File: src/rtl/wave_shaper.sv
// wave_shaper: maps oscillator count to an 8-bit square/saw/triangle/silence sample
// Ports: clk, rst (async, active-high), en (voice enable), divider[15:0] (note period),
//        count[15:0] (oscillator count 1..divider), wave_sel[1:0] (00 sq, 01 saw, 10 tri, 11 off),
//        sample[7:0] (unsigned, 8'h80 = silence), sample_valid, busy (scale divider running)
module wave_shaper #(
  parameter int DIV_BITS = 24
) (
  input  logic        clk,
  input  logic        rst,
  input  logic        en,
  input  logic [15:0] divider,
  input  logic [15:0] count,
  input  logic [1:0]  wave_sel,
  output logic [7:0]  sample,
  output logic        sample_valid,
  output logic        busy
);
  localparam logic [0:0] IDLE = 1'b0;
  localparam logic [0:0] DIVIDE = 1'b1;
  logic [0:0]          r_state;
  logic [15:0]         r_lat;
  logic [15:0]         r_k;
  logic [15:0]         r_rem;
  logic [DIV_BITS-1:0] r_q;
  logic [4:0]          r_cnt;
  logic [31:0]         r_prod;
  logic                r_sq;
  logic [1:0]          r_sel1;
  logic                r_v1;
  logic [15:0]         w_eff;
  logic                w_nbit;
  logic [16:0]         w_rem_sh;
  logic                w_ge;
  logic [16:0]         w_rem_nx;
  logic [DIV_BITS-1:0] w_q_nx;
  logic                w_run;
  logic [7:0]          w_ramp;
  logic [7:0]          w_tri;
  logic [7:0]          w_shape;
  assign w_eff = (divider == 16'd0) ? 16'd1 : divider;
  assign busy = (r_state == DIVIDE);
  // numerator 24'hFF0000: only bits 23..16 are set
  assign w_nbit = (r_cnt >= 5'd16);
  assign w_rem_sh = {r_rem, w_nbit};
  assign w_ge = (w_rem_sh >= {1'b0, r_lat});
  assign w_rem_nx = w_ge ? w_rem_sh - {1'b0, r_lat} : w_rem_sh;
  assign w_q_nx = {r_q[DIV_BITS-2:0], w_ge};
  // hold the pipeline while a new divider is pending so stale K never reaches the output
  assign w_run = en && !busy && (w_eff == r_lat);
  assign w_ramp = (|r_prod[31:24]) ? 8'hFF : r_prod[23:16];
  assign w_tri = w_ramp[7] ? {~w_ramp[6:0], 1'b0} : {w_ramp[6:0], 1'b0};
  assign w_shape = (r_sel1 == 2'b00) ? (r_sq ? 8'hFF : 8'h00) :
                   (r_sel1 == 2'b01) ? w_ramp :
                   (r_sel1 == 2'b10) ? w_tri : 8'h80;
  always_ff @(posedge clk or posedge rst) begin
    if (rst) begin
      r_state <= IDLE;
      r_lat   <= '0;
      r_k     <= '0;
      r_rem   <= '0;
      r_q     <= '0;
      r_cnt   <= '0;
    end else if (!en) begin
      // clearing the latch forces a fresh division on re-enable
      r_state <= IDLE;
      r_lat   <= '0;
    end else if (w_eff != r_lat) begin
      r_state <= DIVIDE;
      r_lat   <= w_eff;
      r_cnt   <= 5'd23;
      r_rem   <= '0;
      r_q     <= '0;
    end else if (r_state == DIVIDE) begin
      r_rem <= w_rem_nx[15:0];
      r_q   <= w_q_nx;
      r_cnt <= r_cnt - 5'd1;
      if (r_cnt == 5'd0) begin
        r_k     <= (|w_q_nx[DIV_BITS-1:16]) ? 16'hFFFF : w_q_nx[15:0];
        r_state <= IDLE;
      end
    end
  end
  always_ff @(posedge clk or posedge rst) begin
    if (rst) begin
      r_prod       <= '0;
      r_sq         <= 1'b0;
      r_sel1       <= '0;
      r_v1         <= 1'b0;
      sample       <= 8'h80;
      sample_valid <= 1'b0;
    end else if (!en) begin
      r_v1         <= 1'b0;
      sample       <= 8'h80;
      sample_valid <= 1'b0;
    end else if (!w_run) begin
      r_v1         <= 1'b0;
      sample_valid <= 1'b0;
    end else begin
      r_prod       <= 32'(count) * 32'(r_k);
      r_sq         <= (count <= (r_lat >> 1));
      r_sel1       <= wave_sel;
      r_v1         <= 1'b1;
      sample_valid <= r_v1;
      if (r_v1) sample <= w_shape;
    end
  end
endmodule

File: config.mk
export PLATFORM = sky130hd
export DESIGN_NAME = wave_shaper
export DESIGN_NICKNAME = d
export VERILOG_FILES = /design/src/rtl/wave_shaper.sv
export SDC_FILE = /design/constraint.sdc
export NUM_CORES = 1
export LEC_CHECK = 0
export CAP_MARGIN = 40
export CORE_MARGIN = 1.5
export CORE_UTILIZATION = 66
export DETAILED_ROUTE_END_ITERATION = 10
export PLACE_DENSITY = 0.85
export SLEW_MARGIN = 20
export SYNTH_ARGS = -nofsm -noshare
export SYNTH_HDL_FRONTEND = slang
export SYNTH_SLANG_ARGS = --single-unit
File: constraint.sdc
create_clock -name clk -period 13.9 [get_ports clk]
set_input_delay 4.17 -clock clk [delete_from_list [all_inputs] [get_ports clk]]
set_output_delay 4.17 -clock clk [all_outputs]
set_load 0.05 [all_outputs]
==> flow_summary.toml <==
[run_status]
status = "complete, no violations"

[route]
dr.first_iter.drc_count = 708
firstDrtPassIters = 5
drt-wirelength-per-cell_um = 17.7
final_antenna_net_count = 0
routed-via-count = 10527
avgViaCountPerCell = 5.98
totalWireLength_um = 31200
residual_drc_count = 0

[yosys]
post_synthesis_cell_count = 1473
synthAdderAreaFrac_pct = 40.4
combinational_family_with_the_most_area_after_synthesis = "adder cells"
synth_xor_xnor_area_share_pct = 3.25
seq_area_frac_synth_pct = 19.3
synthMuxAreaShare_pct = 1.95
synth_ff_type = "sky130_fd_sc_hd__dfrtp_1"
synth_area_um2 = 13700
ys_ff_latch = 106
ys.warnings.count = 0
synth-simple-area-share_pct = 16.1
ys_async_sr_fraction_pct = 100
yosysTopAreaCell = "sky130_fd_sc_hd__fa_1"
synthesis.area_per_instance_um2 = 9.32
synth_compound_gate_area_share_pct = 10.2
synth_edf_count = 0
cell_variety_after_synth = 64
synthDominantCellAreaShare_pct = 28.3
net_count_of_the_mapped_netlist = 1837
yosys-top-cells-area = "sky130_fd_sc_hd__fa_1 28%, sky130_fd_sc_hd__dfrtp_1 19%, sky130_fd_sc_hd__ha_1 12%, sky130_fd_sc_hd__inv_1 7.0%, sky130_fd_sc_hd__and2_1 6.0%"

[sta]
clock.fmax_ghz = 0.0951
relSlewSlack_pct = 41.8
timing_max_transition_violations_final = 0
timing.setup.tns_ps = 0
report.final.setup_viol = 0
worstMarginPinSlew_ps = 870
clock_skew_ps = 11.5
final.period_utilization_pct = 75.7
final-hold-violation-count = 0
timing.final.crit_period_ps = 10520
grt_setup_unrepaired = "false"

[setup_path]
crit_arrival_ps = 10780
critical_path_required_ps = 14170
critPathSlowestCell = "sky130_fd_sc_hd__clkdlybuf4s50_1"
critical-path-top-cell-by-count = "sky130_fd_sc_hd__fa_1"
criticalPathCategory = "input port to register"
crit_chain = "clkdlybuf4s50_1 -> nand2_1 -> fa_1 -> inv_1 -> fa_1 -> inv_1 -> fa_1 -> inv_1 -> fa_1 -> fa_1 -> inv_1 -> fa_1 -> inv_1 -> ha_1 -> and4_1 -> nand3_1 -> o41ai_2 -> a21o_1 -> a21oi_1 -> xnor2_1 -> mux2_2"
worstSetupStartpoint = "count[7]"
critical_path.endpoint_type = "register"
slowest_delay_ps = 1020
r2r_start = "r_k[7]"
start_kind = "input port"
critical_path_peak_fanout = 17

[final_layout]
final_net_count = 1849
post_route_cells_drive_above_1_share_pct = 4.97
postLayoutCoreUtil_pct = 72.6
final_design_area_no_fill_um2 = 14700
area_growth_pct = 7.33
antennaDiodeCount = 0
n_fill_cell = 1472

[global_route]
grt_max_degree = 59
grt_pass1_wl_um = 52100
via_count_of_the_first_global_routing_pass = 10759
track_usage_pct = 30.4
grt_antenna_before_repair = 0
globalRouteOverflowTotal = 0

[die]
floorplan.die.height_um = 147
fp.coreArea_um2 = 20300
num_rows = 52
die_area_um2 = 21700
io-pin-count = 47
starting_density_of_the_core_pct = 67.7
die_w_um = 147

[clock_tree]
buffers_inserted_during_post_cts_setup_optimization = 0
cts_resized = 0
clkLatencyLatePin_ps = 370
clk_path_buf_depth = 2
htree_num_levels = 3
clkSlewWorstSetupHoldPaths_ps = 90
clock-sinks = 106
ctsHoldBuffers = 0
cts_root_buffer = "sky130_fd_sc_hd__clkbuf_16"
cts_tree = "done"
cts-buffers-inserted = 9

[min_path]
worst_hold_path_type = "register to register"
hold_path_startpoint = "r_prod[29]"

[flow_run]
timing.max_cap.violations = 0

[power]
cellPowerDensity_nw_per_um2 = 45.0
p_leak_nw = 7.46
vdd.ir_drop.worst_mv = 0.0548

[placement]
place.port_buffers = 46
placement.cell_area_um2 = 14400
finalWeightedCongestion = 0.904
place_hpwl_um = 23600
[registers in the layout (all words and copies together) (netlist names)]
signal	flops
r_rem	16
sample_valid	1
busy	1
r_prod	16
r_sq	1
r_lat	16
sample	8
r_v1	1
r_q	23
r_sel1	2
r_cnt	5
r_k	16
[cell usage after synthesis (7+ instances only)]
cell type,instances
sky130_fd_sc_hd__inv_1,256
sky130_fd_sc_hd__fa_1,194
sky130_fd_sc_hd__nand2_1,170
sky130_fd_sc_hd__ha_1,133
sky130_fd_sc_hd__and2_1,132
sky130_fd_sc_hd__dfrtp_1,105
sky130_fd_sc_hd__nor2_1,71
sky130_fd_sc_hd__clkbuf_1,46
sky130_fd_sc_hd__a21oi_1,42
sky130_fd_sc_hd__o21ai_0,41
sky130_fd_sc_hd__xnor2_1,30
sky130_fd_sc_hd__a22o_1,23
sky130_fd_sc_hd__xor2_1,21
sky130_fd_sc_hd__mux2_2,20
sky130_fd_sc_hd__a21o_1,17
sky130_fd_sc_hd__nor3_1,15
sky130_fd_sc_hd__a22oi_1,14
sky130_fd_sc_hd__a21oi_2,11
sky130_fd_sc_hd__nand3_1,11
sky130_fd_sc_hd__nor4_1,9
sky130_fd_sc_hd__nand4_1,7
sky130_fd_sc_hd__nor2b_1,7
sky130_fd_sc_hd__o21a_1,7
[layout make-up]
type                    instances  area, µm²  area share [%]
clock buffers                   9        225            1.53
well taps                     270        338            2.29
clock inverters                 7       91.3           0.620
flip-flops and latches        106       2650            18.0
inverters                     256        963            6.54
multi-input cells            1055       9880            67.0
repair buffers                 57        593            4.02
[final timing paths]
kind	cells after the start	slack, ps	to
setup / recovery	21	3380	r_prod[27]
hold / removal	1	500	r_prod[29]
setup reg to reg	20	7400	r_prod[27]
hold reg to reg	1	500	r_prod[29]
max in group asynchronous	4	8800	r_rem[11]
min in group asynchronous	2	4140	r_prod[27]
[cell families (layout without fill, tap and decap cells)]
family          Yosys count  after routing
compound gates          203            203
fa+ha+maj               327            327
simple gates            450            450
mux                      24             24
buf+inv                 312            329
flops                   106            106
xor+xnor                 51             51
[metal layers]
| layer | GRT usage, % | up-vias | wire, µm |
|---|---|---|---|
| li1 | - | 4703 | - |
| met1 | 40.1 | 5300 | 12500 |
| met2 | 50.6 | 435 | 15300 |
| met3 | 4.75 | 89 | 2160 |
| met4 | 12.5 | 0 | 1260 |
| met5 | 0 | - | 0 |
[power by group]
part           internal (mW)  total, mW  switching (mW)
registers              0.311      0.313         0.00222
clock network          0.131      0.277           0.146
logic                 0.0280     0.0741          0.0461
total                  0.469      0.664           0.194
[placed cells by master, fill, tap and decap left out, drive strengths merged, types with 3 or more instances in the layout]
master | netlist | final
mux2 | 22 | 22
clkinv | 0 | 4
nor2 | 73 | 73
a211oi | 5 | 5
a31oi | 5 | 5
xor2 | 21 | 21
a211o | 3 | 3
buf | 10 | 11
nand3 | 11 | 11
o31ai | 3 | 3
o41ai | 3 | 3
clkdlybuf4s50 | 0 | 46
a22o | 23 | 23
xnor2 | 30 | 30
o21ai | 46 | 46
ha | 133 | 133
o21a | 7 | 7
o211ai | 6 | 6
a22oi | 14 | 14
nand2 | 170 | 170
or3 | 3 | 3
and3 | 4 | 4
nor4 | 9 | 9
clkbuf | 46 | 9
inv | 256 | 259
fa | 194 | 194
nor3 | 16 | 16
and2 | 133 | 133
dfrtp | 105 | 105
nand4 | 8 | 8
o21bai | 3 | 3
a21o | 17 | 17
or2 | 4 | 4
nor2b | 7 | 7
a21oi | 53 | 53
nand2b | 4 | 4
[metrics by stage]
stage | total power, mW | setup WS, ps | std cells | hold slack [ps]
6_report | 0.664 | 3380 | 1760 | 499
5_1_grt | 0.683 | 3170 | 1760 | 517
4_1_cts | 0.664 | 3450 | 1757 | 502
3_5_place_dp | 0.390 | 3140 | 1741 | 475
3_3_place_gp | 0.387 | 3270 | 1738 | 473
2_1_floorplan | 0.358 | 4340 | 1473 | 453
[critical path, delay by kind of cell]
family	cells	cell delay, ps
AND/OR/NAND/NOR	3	590
XOR/XNOR	1	150
buffers and inverters	6	1280
multiplexers	1	260
adder cells (fa/ha/maj)	7	3380
AO/OA/AOI/OAI	3	920
Note: power is estimated with default switching activity, not from simulation.
